## src/rtl/pipe_ctrl_pkg.sv

```systemverilog
// rtl/pipe_ctrl_pkg.sv - shared constants and FSM state type for the pipeline controller
package pipe_ctrl_pkg;

  localparam int InstAddrBus = 32;
  localparam logic [InstAddrBus-1:0] ZeroWord = '0;

  // Hold vector bit order: [0] PC, [1] IF/ID, [2] ID/EX, [3] EX/MEM, [4] MEM/WB, [5] WB
  localparam logic [5:0] STALL_NONE = 6'b000000;
  localparam logic [5:0] STALL_IF   = 6'b000011;
  localparam logic [5:0] STALL_ID   = 6'b000111;
  localparam logic [5:0] STALL_EX   = 6'b001111;
  localparam logic [5:0] STALL_MEM  = 6'b011111;
  localparam logic [5:0] STALL_ALL  = 6'b111111;

  typedef enum logic [1:0] {
    ST_RUN    = 2'd0,
    ST_ACCEPT = 2'd1,
    ST_FLUSH  = 2'd2
  } state_e;

endpackage

```

## src/rtl/pipe_ctrl.sv

```systemverilog
// rtl/pipe_ctrl.sv - stall arbitration, exception flush sequencing, watchdog and perf counters
module pipe_ctrl
  import pipe_ctrl_pkg::*;
#(
  parameter int unsigned WDOG_LIMIT = 1024
) (
  input  logic                   clk,
  input  logic                   rst,
  input  logic                   stallreq_if,
  input  logic                   stallreq_id,
  input  logic                   stallreq_ex,
  input  logic                   stallreq_mem,
  input  logic                   excp_valid,
  input  logic [InstAddrBus-1:0] excp_vector,
  output logic [5:0]             stall,
  output logic                   flush,
  output logic [InstAddrBus-1:0] new_pc,
  output logic                   excp_ack,
  output logic                   wdog_err,
  output logic [31:0]            stall_cnt,
  output logic [15:0]            flush_cnt
);

  localparam logic [15:0] WDOG_LIM16 = 16'(WDOG_LIMIT);

  state_e                 state_q, state_d;
  logic [InstAddrBus-1:0] vec_q, vec_d;
  logic [InstAddrBus-1:0] new_pc_q, new_pc_d;
  logic [15:0]            wdog_cnt_q, wdog_cnt_d;
  logic                   wdog_err_q, wdog_err_d;
  logic [31:0]            stall_cnt_q, stall_cnt_d;
  logic [15:0]            flush_cnt_q, flush_cnt_d;

  logic [5:0]             stall_int;
  logic                   flush_int;
  logic                   ack_int;

  // Next-state and stage-control decode; the exception waits while MEM itself is stalled
  always_comb begin
    state_d   = state_q;
    vec_d     = vec_q;
    new_pc_d  = new_pc_q;
    stall_int = STALL_NONE;
    flush_int = 1'b0;
    ack_int   = 1'b0;
    case (state_q)
      ST_RUN: begin
        if (stallreq_mem)     stall_int = STALL_MEM;
        else if (stallreq_ex) stall_int = STALL_EX;
        else if (stallreq_id) stall_int = STALL_ID;
        else if (stallreq_if) stall_int = STALL_IF;
        if (excp_valid && !stallreq_mem) begin
          state_d = ST_ACCEPT;
          vec_d   = excp_vector;
        end
      end
      ST_ACCEPT: begin
        stall_int = STALL_ALL;
        ack_int   = 1'b1;
        new_pc_d  = vec_q;
        state_d   = ST_FLUSH;
      end
      ST_FLUSH: begin
        flush_int = 1'b1;
        state_d   = ST_RUN;
      end
      default: state_d = ST_RUN;
    endcase
  end

  // Reset zeroes the pulse/hold outputs combinationally, without waiting for a clock
  assign stall     = rst ? stall_int : STALL_NONE;
  assign flush     = rst & flush_int;
  assign excp_ack  = rst & ack_int;
  assign new_pc    = new_pc_q;
  assign wdog_err  = wdog_err_q;
  assign stall_cnt = stall_cnt_q;
  assign flush_cnt = flush_cnt_q;

  // Watchdog and saturating counter next values
  always_comb begin
    wdog_cnt_d  = 16'd0;
    wdog_err_d  = wdog_err_q;
    stall_cnt_d = stall_cnt_q;
    flush_cnt_d = flush_cnt_q;
    if (stall != STALL_NONE) begin
      wdog_cnt_d = (wdog_cnt_q == WDOG_LIM16) ? wdog_cnt_q : wdog_cnt_q + 16'd1;
    end
    if (wdog_cnt_d == WDOG_LIM16) wdog_err_d = 1'b1;
    if (stall[0] && (stall_cnt_q != 32'hFFFF_FFFF)) stall_cnt_d = stall_cnt_q + 32'd1;
    if (flush && (flush_cnt_q != 16'hFFFF)) flush_cnt_d = flush_cnt_q + 16'd1;
  end

  // FSM state, latched exception vector and redirect PC
  always_ff @(posedge clk or negedge rst) begin
    if (!rst) begin
      state_q  <= ST_RUN;
      vec_q    <= ZeroWord;
      new_pc_q <= ZeroWord;
    end else begin
      state_q  <= state_d;
      vec_q    <= vec_d;
      new_pc_q <= new_pc_d;
    end
  end

  // Watchdog counter, sticky error flag and performance counters
  always_ff @(posedge clk or negedge rst) begin
    if (!rst) begin
      wdog_cnt_q  <= 16'd0;
      wdog_err_q  <= 1'b0;
      stall_cnt_q <= 32'd0;
      flush_cnt_q <= 16'd0;
    end else begin
      wdog_cnt_q  <= wdog_cnt_d;
      wdog_err_q  <= wdog_err_d;
      stall_cnt_q <= stall_cnt_d;
      flush_cnt_q <= flush_cnt_d;
    end
  end

endmodule

```

## config.mk

```make
export PLATFORM = sky130hd
export DESIGN_NAME = pipe_ctrl
export DESIGN_NICKNAME = d
export VERILOG_FILES = /design/src/rtl/pipe_ctrl_pkg.sv /design/src/rtl/pipe_ctrl.sv
export SDC_FILE = /design/constraint.sdc
export NUM_CORES = 1
export LEC_CHECK = 0
export ABC_AREA = 0
export ABC_CLOCK_PERIOD_IN_PS = 2400
export BUFFER_PORTS_ARGS = -buffer_cell sky130_fd_sc_hd__clkbuf_2
export CORE_MARGIN = 8
export CORE_UTILIZATION = 49
export DETAILED_ROUTE_END_ITERATION = 6
export GPL_TIMING_DRIVEN = 0
export PLACE_DENSITY_LB_ADDON = 0.3
export RECOVER_POWER = 50
export SETUP_SLACK_MARGIN = 0.5
export SYNTH_ARGS = -nofsm -noshare
export SYNTH_HDL_FRONTEND = slang
export SYNTH_SLANG_ARGS = --single-unit
```

## constraint.sdc

```tcl
create_clock -name clk -period 2.4 [get_ports clk]
set_clock_uncertainty 0.1 [all_clocks]
set_input_delay 0.72 -clock clk [delete_from_list [all_inputs] [get_ports clk]]
set_output_delay 0.72 -clock clk [all_outputs]
set_load 0.005 [all_outputs]
```

# After elaboration in Yosys (flattened, before gate mapping)
# Cells that the tools add are included.
dict set report classes {
  addsub 3
  n_eq_ne 7
  muxes 12
  bitwise_logic 2
  n_reduce_logical 7
}
# operator n
set op_table {}
lappend op_table {{$add 16x1->16 const B} 2}
lappend op_table {{$add 32x1->32 const B} 1}
lappend op_table {{$eq 16x11->1 const B} 2}
lappend op_table {{$mux 16} 2}
lappend op_table {{$ne 32x32->1 const B} 1}
lappend op_table {{$ne 16x16->1 const B} 1}
lappend op_table {{$pmux 6 s2} 1}
lappend op_table {{$mux 6} 1}
lappend op_table {{$reduce_bool 6->1} 1}
lappend op_table {{$mux 5} 1}
lappend op_table {{$mux 2} 2}
lappend op_table {{$mux 4} 1}
lappend op_table {{$pmux 2 s2} 1}
lappend op_table {{$logic_and 1x1->1} 3}
lappend op_table {{$mux 3} 1}
lappend op_table {{$and 1x1->1} 2}
lappend op_table {{$eq 2x1->1 const B} 1}
lappend op_table {{$eq 2x2->1 const B} 1}
lappend op_table {{$logic_not 2->1} 1}
lappend op_table {{$mux 1} 2}
lappend op_table {{$ne 2x2->1 const B} 1}
lappend op_table {{$reduce_and 2->1} 1}
lappend op_table {{$logic_not 1->1} 1}
dict set report totals {
  reg_bits 131
  input_bits 39
  output_inout_bits 89
  word_cells 38
}

# Logic depth before layout (Yosys ltp)
# Gate-level depths: netlist (run 1).
dict set report depth {
  depth_word 9
  ltp_mapped 7
}

# Worst setup path after synthesis (run 1)
# No wires, ideal clock.
dict set report synth_timing {
  kind {input-to-output}
  from {input stallreq_mem}
  to {output stall[1]}
  t_arrival_ps 1751
  path_slack_ps -171
  cell_stages 5
  cell_sequence {or4_4 o21ai_4 buf_6 inv_2 buf_4}
}
dict set report synth_between {
  elab_chain_cells 3
}
# item line_no
set synth_rtl {}
lappend synth_rtl {{from (decl)} pipe_ctrl.sv:12} ;# input logic stallreq_mem,
lappend synth_rtl {{$mux 5} pipe_ctrl.sv:48} ;# if (stallreq_mem) stall_int = STALL_MEM;
lappend synth_rtl {{$pmux 6 s2} pipe_ctrl.sv:46} ;# case (state_q)
lappend synth_rtl {{$mux 6} pipe_ctrl.sv:72} ;# assign stall = rst ? stall_int : STALL_NONE;
lappend synth_rtl {{to (decl)} pipe_ctrl.sv:15} ;# output logic [5:0] stall,
# No other way between the ends.

# Worst setup path in the final report (run 1)
dict set report layout_timing {
  from {input stallreq_ex}
  to {output stall[1]}
}
dict set report layout_between {
  elab_chain_cells 4
}
# item line_no
set layout_rtl {}
lappend layout_rtl {{from (decl)} pipe_ctrl.sv:11} ;# input logic stallreq_ex,
lappend layout_rtl {{$mux 4} pipe_ctrl.sv:49} ;# else if (stallreq_ex) stall_int = STALL_EX;
lappend layout_rtl {{$mux 5} pipe_ctrl.sv:48}
lappend layout_rtl {{$pmux 6 s2} pipe_ctrl.sv:46}
lappend layout_rtl {{$mux 6} pipe_ctrl.sv:72}
# No other way between the ends.

==> results.cfg, run 1 <==
[critical_path]
r2r_slack_ns = -0.16
cp-end-kind = primary output
startpoint_type = input pin
path_max_fanout = 3
path_class = input pin to primary output
worstPathRequired_ns = 1.58
crit_arrival_ns = 1.91

[floorplanning]
die-area_um2 = 15800
die_h_um = 126
coreArea_um2 = 11900
die_w_um = 126
io_pins = 128
initial_core_util = 0.496
rows = 40

[power_and_ir_drop]
p_seq_frac = 0.422
peakVddDrop_mv = 0.464
switchingPower_mw = 1.91
comb_power_share = 0.185
p_per_area_nw_per_um2 = 806
p_total_mw = 6.98
p_leak_nw = 4.24
p_int_mw = 5.07
switching_share = 0.274
p_clk_frac = 0.393

[timing]
slew_violations = 0
setup_slack_ns = -0.333
finalSetupTns_ns = -5.05
maxSlewHeadroom = 0.309
hold_violations = 0
max_freq_mhz = 366
min_period_over_period = 1.14
holdWs_ns = 0.175
min_period_ns = 2.73
worst_slew_pin_slew_ns = 1.04
finalSetupViolCount = 44
rsz0062_at_grt = yes

[synthesis]
ys_warn_count = 0
synth.avg_cell_area_um2 = 11.0
syn_nets = 581
async_reset_ff_frac = 1.00
synth_top_area_share = 0.555
synth-seq-cells = 131
synth_area_leader_cell = dfrtp_1
synth_top_cells_by_count = dfrtp_1 (131), nand2_1 (122), xnor2_1 (45)
yosysUniqueCellTypes = 55
synth_edf_count = 0
yosysSeqAreaShare = 0.555
syn_area_um2 = 5910
synthMostInstantiatedCell = dfrtp_1
syn_inst = 538
synth_top_flop_cell = dfrtp_1
synth_area_leaders = dfrtp_1 (55%), nand2_1 (7.8%), xnor2_1 (6.7%)

[placed_design]
dpl_worst_slack_ns = -0.826
dp.cells = 813
dpl_cell_area_um2 = 6810
gp_congestion = 0.824
dpl.hpwl_um = 9790
io_buffers = 127

[outcome]
status = finished, violations left
violations = setup timing

[global_route]
grt_overflow = 0
grt_pass1_vias = 5099
grt_max_degree = 51
grt_pass1_wl_um = 25600
antenna_found_initial = 0
grt.total_usage = 0.202

[cells_and_area]
synthToLayoutAreaGrowth_pct = 46.7
final_cells = 910
finalNetCount = 794
diodes = 0
layout-drive-gt1-share = 0.461
finish.utilization = 0.727
final_cell_area_um2 = 8660

[clock_network]
htree_levels = 4
cts_buffer_depth = 2
insertion_delay_ns = 0.42
cts_root_buf = clkbuf_16
clkSlewWorstSetupHoldPaths_ns = 0.06
clock_sinks = 131
cts_tree = done
cts_made_buffers = 17

[job]
drv_cap = 0

[routing]
wire_per_inst_um = 18.3
drc = 0
routed_via_density = 5.32
drt_pass1_iterations = 4
drtAntennaViolNets = 0
dr_total_vias = 4843
initialDrtViolationCount = 266
drt-total-wl_um = 16600

[hold_path]
min_path_type = input pin to async pin
layout by cell type, fill, tap and decap left out, types with 19 or more instances in the layout:
master | netlist | routed
clkbuf_16 | 0 | 21
mux2_4 | 1 | 34
clkbuf_1 | 15 | 26
buf_6 | 2 | 28
nor2_1 | 31 | 26
xnor2_1 | 45 | 39
clkbuf_2 | 0 | 118
dfrtp_1 | 131 | 112
buf_4 | 3 | 31
dfrtp_2 | 0 | 19
nand2_1 | 122 | 113
registers in the layout, summed over array words and instances (netlist names):
register	flops
flush_cnt	16
new_pc	32
stall_cnt	32
state_q	2
vec_q	32
wdog_cnt_q	16
wdog_err	1
timing repair:
item / 4_1_cts / 5_1_grt
pin swaps: 21 / 32
hold endpoints to repair: 0 / 0
gates resized for setup: 95 / 93
gates cloned: 6 / 4
setup buffers: 32 / 24
hold buffers: 0 / 0
endpoints found under the setup margin: 75 / 102
cell families (layout without fill, tap and decap cells):
logic type,count (synthesis),after routing,synth area share
mux,36,36,0.0691
simple gates,250,250,0.216
xor+xnor,62,62,0.0919
flops,131,131,0.555
fa+ha+maj,4,4,0.00847
buf+inv,33,257,0.0263
compound gates,22,23,0.0330
worst paths after layout:
check | from | to | cells after the start
max | stallreq_ex | stall[1] | 7
min | rst | vec_q[6]$_DFFE_PN0P_ | 1
max reg2reg | state_q[0]$_DFFE_PN0P_ | vec_q[24]$_DFFE_PN0P_ | 7
min reg2reg | vec_q[17]$_DFFE_PN0P_ | new_pc[17]$_DFFE_PN0N_ | 2
max in group asynchronous | rst | stall_cnt[28]$_DFFE_PN0P_ | 3
min in group clk | vec_q[17]$_DFFE_PN0P_ | new_pc[17]$_DFFE_PN0N_ | 2
cell type report:
class	count	area [µm²]
clock buffer	19	443
tap	147	184
timing repair buffer	193	1310
clock inverter	12	181
fill	825	3250
multi-input combinational	375	3000
buffer	24	190
inverter	9	51.3
sequential	131	3300
worst max-delay path, cell delays in order:
cell,delay (ns)
buf_6,0.10
or4_4,0.56
o21ai_4,0.17
buf_6,0.13
inv_6,0.03
buf_6,0.10
buf_6,0.10
power groups by stage:
stage / logic, mW / clock network (mW) / registers, mW
final: 1.29 / 2.74 / 2.95
after global routing: 1.41 / 2.87 / 2.99
after CTS: 1.22 / 2.77 / 2.91
after detailed placement: 0.981 / 0 / 2.91
after global placement: 0.935 / 0 / 2.89
after floorplan: 0.478 / 0 / 2.88
metal layers:
| layer | part of all wire | wire length, µm | global-route usage |
|---|---|---|---|
| met1 | 0.41 | 6800 | 0.232 |
| met2 | 0.51 | 8470 | 0.337 |
| met3 | 0.055 | 919 | 0.0743 |
| met5 | 0 | 0 | 0 |
| met4 | 0.027 | 453 | 0.0793 |
Power figures use the tool's default switching activity.
==> run 2: changes to the inputs <==
- RECOVER_POWER: 50 -> 100
==> run 2 against run 1 <==
Effect of this change: the run still ends with setup timing left; sequential share of layout area up 0.19 points; global-route usage stayed put; first-iteration DRC count shrank 4.5%; flip-flop and latch count stayed put; combinational power hardly changed; register-to-register slack barely moved; final area shrank 0.51%; maximum frequency about the same; cell count stayed put; utilization shrank 0.37 points; power down 0.32%; highest routed layer unchanged.
==> results.cfg, run 2 (same netlist as run 1, synthesis figures left out) <==
[routing]
initialDrtViolationCount = 254
drtAntennaViolNets = 0
wire_per_inst_um = 18.3
routed_via_density = 5.32
drt_pass1_iterations = 4
drt-total-wl_um = 16600
dr_total_vias = 4844
drc = 0

[cells_and_area]
layout_common_cells = nand2_1 (113), dfrtp_1 (112), clkbuf_2 (95), clkbuf_1 (49), xnor2_1 (39)
final_cells = 910
final_cell_area_um2 = 8620
diodes = 0
layout-drive-gt1-share = 0.429
synthToLayoutAreaGrowth_pct = 45.9
finalNetCount = 794
final_common_cell = nand2_1
finish.utilization = 0.724

[power_and_ir_drop]
p_per_area_nw_per_um2 = 807
peakVddDrop_mv = 0.461
p_int_mw = 5.05
switching_share = 0.274
p_seq_frac = 0.423
p_leak_nw = 4.17
p_total_mw = 6.96
p_clk_frac = 0.394
switchingPower_mw = 1.91
comb_power_share = 0.183

[floorplanning]
die-area_um2 = 15800
die_w_um = 126
die_h_um = 126
coreArea_um2 = 11900
rows = 40
initial_core_util = 0.496
io_pins = 128

[timing]
finalSetupViolCount = 44
finalSetupTns_ns = -5.06
rsz0062_at_grt = yes
setup_slack_ns = -0.335
worst_slew_pin_slew_ns = 1.04
min_period_ns = 2.73
maxSlewHeadroom = 0.308
hold_violations = 0
slew_violations = 0
min_period_over_period = 1.14
max_freq_mhz = 366
holdWs_ns = 0.175

[global_route]
grt_overflow = 0
grt_pass1_wl_um = 25600
grtUsageMet3 = 0.0743
antenna_found_initial = 0
grt_pass1_vias = 5099
gr-max-usage-layer = met2
grt_use_met1 = 0.232
grt.total_usage = 0.202
grt_max_degree = 51
gr-usage-met2 = 0.337

[placed_design]
dp.cells = 813
dpl.hpwl_um = 9790
dpl_worst_slack_ns = -0.826
io_buffers = 127
dpl_cell_area_um2 = 6810
gp_congestion = 0.824

[critical_path]
cp-end-kind = primary output
path_max_fanout = 3
path_class = input pin to primary output
crit_arrival_ns = 1.91
startpoint_type = input pin
worstPathRequired_ns = 1.58

[job]
drv_cap = 0

[clock_network]
cts_tree = done
htree_levels = 4
insertion_delay_ns = 0.42
cts_made_buffers = 17
cts_buffer_depth = 2
cts_root_buf = clkbuf_16
clock_sinks = 131
clkSlewWorstSetupHoldPaths_ns = 0.06

[outcome]
status = finished, violations left
violations = setup timing

[hold_path]
min_path_type = input pin to async pin
## run 2: cell count changes in the layout (fill, tap and decap cells not counted)
cell,previous run,this run
inv_2,2,1
a31oi_1,0,1
inv_1,5,6
a31oi_4,5,4
clkbuf_2,118,95
clkbuf_1,26,49
## run 2: final timing paths
kind                                        start                        end  slack, ns  depth (start not counted)
hold reg to reg             vec_q[17]$_DFFE_PN0P_     new_pc[17]$_DFFE_PN0N_       0.37                          2
min in group clk            vec_q[17]$_DFFE_PN0P_     new_pc[17]$_DFFE_PN0N_       0.37                          2
max in group asynchronous                     rst  stall_cnt[28]$_DFFE_PN0P_       0.45                          3
hold / removal                                rst       vec_q[6]$_DFFE_PN0P_       0.18                          1
setup / recovery                      stallreq_ex                   stall[1]      -0.33                          7
setup reg to reg           state_q[0]$_DFFE_PN0P_      vec_q[24]$_DFFE_PN0P_      -0.17                          7
## run 2: final cells by class
| class | count | area, µm² |
|---|---|---|
| multi-input combinational | 375 | 2990 |
| tap | 147 | 184 |
| clock inverter | 12 | 181 |
| sequential | 131 | 3300 |
| timing repair buffer | 193 | 1280 |
| buffer | 24 | 190 |
| inverter | 9 | 51.3 |
| clock buffer | 19 | 443 |
| fill | 844 | 3290 |
## run 2: power by group through the flow
stage	Clock (mW)	Combinational, mW	Sequential, mW
final	2.74	1.27	2.94
after global routing	2.87	1.39	2.99
after CTS	2.77	1.22	2.91
after detailed placement	0	0.981	2.91
after global placement	0	0.935	2.89
after floorplan	0	0.478	2.88
## run 2: timing repair
action                                  in CTS  in global routing
endpoints found under the setup margin      75                102
gates cloned                                 6                  4
setup buffers                               32                 24
resized for setup                           95                 93
pin swaps                                   21                 32
hold buffers                                 0                  0
## run 2: critical path: stages
cell and delay [ns]:
buf_6 0.10, or4_4 0.56, o21ai_4 0.17, buf_6 0.13, inv_6 0.03, buf_6 0.10, buf_6 0.10
## run 2: metal layers
metal,routed length [µm],up-vias,share of wire
met4,386,0,0.023
met2,8560,124,0.52
met5,0,-,0
met1,6800,2446,0.41
li1,-,2244,-
met3,868,30,0.052
==> run 3: changes to the inputs <==
- PLACE_DENSITY: unset -> 0.76
- PLACE_DENSITY_LB_ADDON: 0.3 -> unset
==> run 3 against run 2 <==
Effect of this change: the run still ends with setup timing left; non-clock buffer count increased by 3; die area unchanged; combinational power grew 3%; sequential power is essentially flat; critical path depth is 1 lower; via count is 6.2% higher; global-route usage grew 1.9 points; flip-flop and latch count unchanged; utilization is 0.25 points higher; critical endpoint unchanged.
==> results.cfg, run 3 (same netlist as run 1, synthesis figures left out) <==
[outcome]
status = finished, violations left
violations = setup timing

[critical_path]
cpPeakStageDelay_ns = 0.53
crit_top_cell = buf_6
path_cells = or4_4, o21ai_4, buf_6, inv_6, buf_6, clkbuf_2
critPathSlowestCell = or4_4
startpoint_type = register
crit_arrival_ns = 1.92
path_buf_inv = 4
cp-end-kind = primary output
worstPathRequired_ns = 1.58
crit_family = simple AND/OR/NAND/NOR gates
path_class = register to primary output
cp.depth = 6
reg2regPathDepth = 9
path_max_fanout = 3

[timing]
finalSetupViolCount = 8
min_period_over_period = 1.14
slew_violations = 0
maxSlewHeadroom = 0.0910
setup_slack_ns = -0.342
rsz0062_at_grt = yes
holdWs_ns = 0.250
hold_violations = 0
worst_slew_pin_slew_ns = 1.36
max_freq_mhz = 365
finalSetupTns_ns = -1.49
min_period_ns = 2.74

[clock_network]
cts_made_buffers = 17
clock_sinks = 131
cts_tree = done
cts_buffer_depth = 2
clkSlewWorstSetupHoldPaths_ns = 0.06
cts_root_buf = clkbuf_16
insertion_delay_ns = 0.43
htree_levels = 4

[cells_and_area]
final_cell_area_um2 = 8650
layout_common_cells = clkbuf_2 (127), dfrtp_1 (113), nand2_1 (111), buf_6 (35), xnor2_1 (35)
finish.utilization = 0.726
diodes = 0
layout-drive-gt1-share = 0.491
synthToLayoutAreaGrowth_pct = 46.5
final_common_cell = clkbuf_2
finalNetCount = 796
final_cells = 913

[power_and_ir_drop]
p_leak_nw = 4.32
p_per_area_nw_per_um2 = 779
p_total_mw = 6.74
peakVddDrop_mv = 0.534

[global_route]
grt.total_usage = 0.221
grt_pass1_vias = 5353
grt_overflow = 0
antenna_found_initial = 0
grt_pass1_wl_um = 27800
grt_max_degree = 43

[floorplanning]
die_h_um = 126
die_w_um = 126
initial_core_util = 0.496
rows = 40
die-area_um2 = 15800
io_pins = 128
coreArea_um2 = 11900

[routing]
wire_per_inst_um = 20.5
routed_via_density = 5.64
drt_pass1_iterations = 5
drc = 0
dr_total_vias = 5146
initialDrtViolationCount = 333
drtAntennaViolNets = 0
drt-total-wl_um = 18700

[placed_design]
io_buffers = 127
dpl_worst_slack_ns = -0.864
gp_congestion = 0.829
dpl_cell_area_um2 = 6810
dp.cells = 813
dpl.hpwl_um = 10200

[job]
drv_cap = 0

[hold_path]
min_path_type = input pin to async pin
[run 3: worst paths after layout]
kind	start	end	slack (ns)
setup / recovery	state_q[0]$_DFFE_PN0P_	stall[1]	-0.34
hold / removal	rst	new_pc[28]$_DFFE_PN0N_	0.25
setup reg to reg	state_q[0]$_DFFE_PN0P_	stall_cnt[27]$_DFFE_PN0P_	0.10
hold reg to reg	vec_q[30]$_DFFE_PN0P_	new_pc[30]$_DFFE_PN0N_	0.37
max in group asynchronous	rst	new_pc[22]$_DFFE_PN0N_	0.52
min in group clk	vec_q[30]$_DFFE_PN0P_	new_pc[30]$_DFFE_PN0N_	0.37
[run 3: area by class of cell]
class                   count  area, µm²
multi-input cells         374       3060
fillers                   751       3260
flip-flops and latches    131       3300
inverters                   9       51.3
repair buffers            196       1310
well taps                 147        184
clock inverters            13        110
clock buffers              19        453
plain buffers              24        181
[run 3: repair_timing]
| item | CTS | global route |
|---|---|---|
| pin swaps | 25 | 23 |
| resized for setup | 121 | 86 |
| hold endpoints to repair | 0 | 0 |
| hold buffers | 0 | 0 |
| setup endpoints to repair | 75 | 106 |
| setup buffers | 44 | 15 |
| gates cloned | 6 | 3 |
[run 3: report_power, final]
| group | leakage [nW] | internal [mW] | switching (mW) |
|---|---|---|---|
| combinational | 2.39 | 0.696 | 0.609 |
| sequential | 1.66 | 2.59 | 0.361 |
| clock | 0.267 | 1.47 | 1.01 |
[run 3: per-layer routing]
metal | wire [µm] | vias to the layer above | GRT usage
li1 | - | 2244 | -
met1 | 7390 | 2615 | 0.259
met2 | 9360 | 247 | 0.365
met3 | 1460 | 40 | 0.0819
met4 | 507 | 0 | 0.0778
met5 | 0 | - | 0
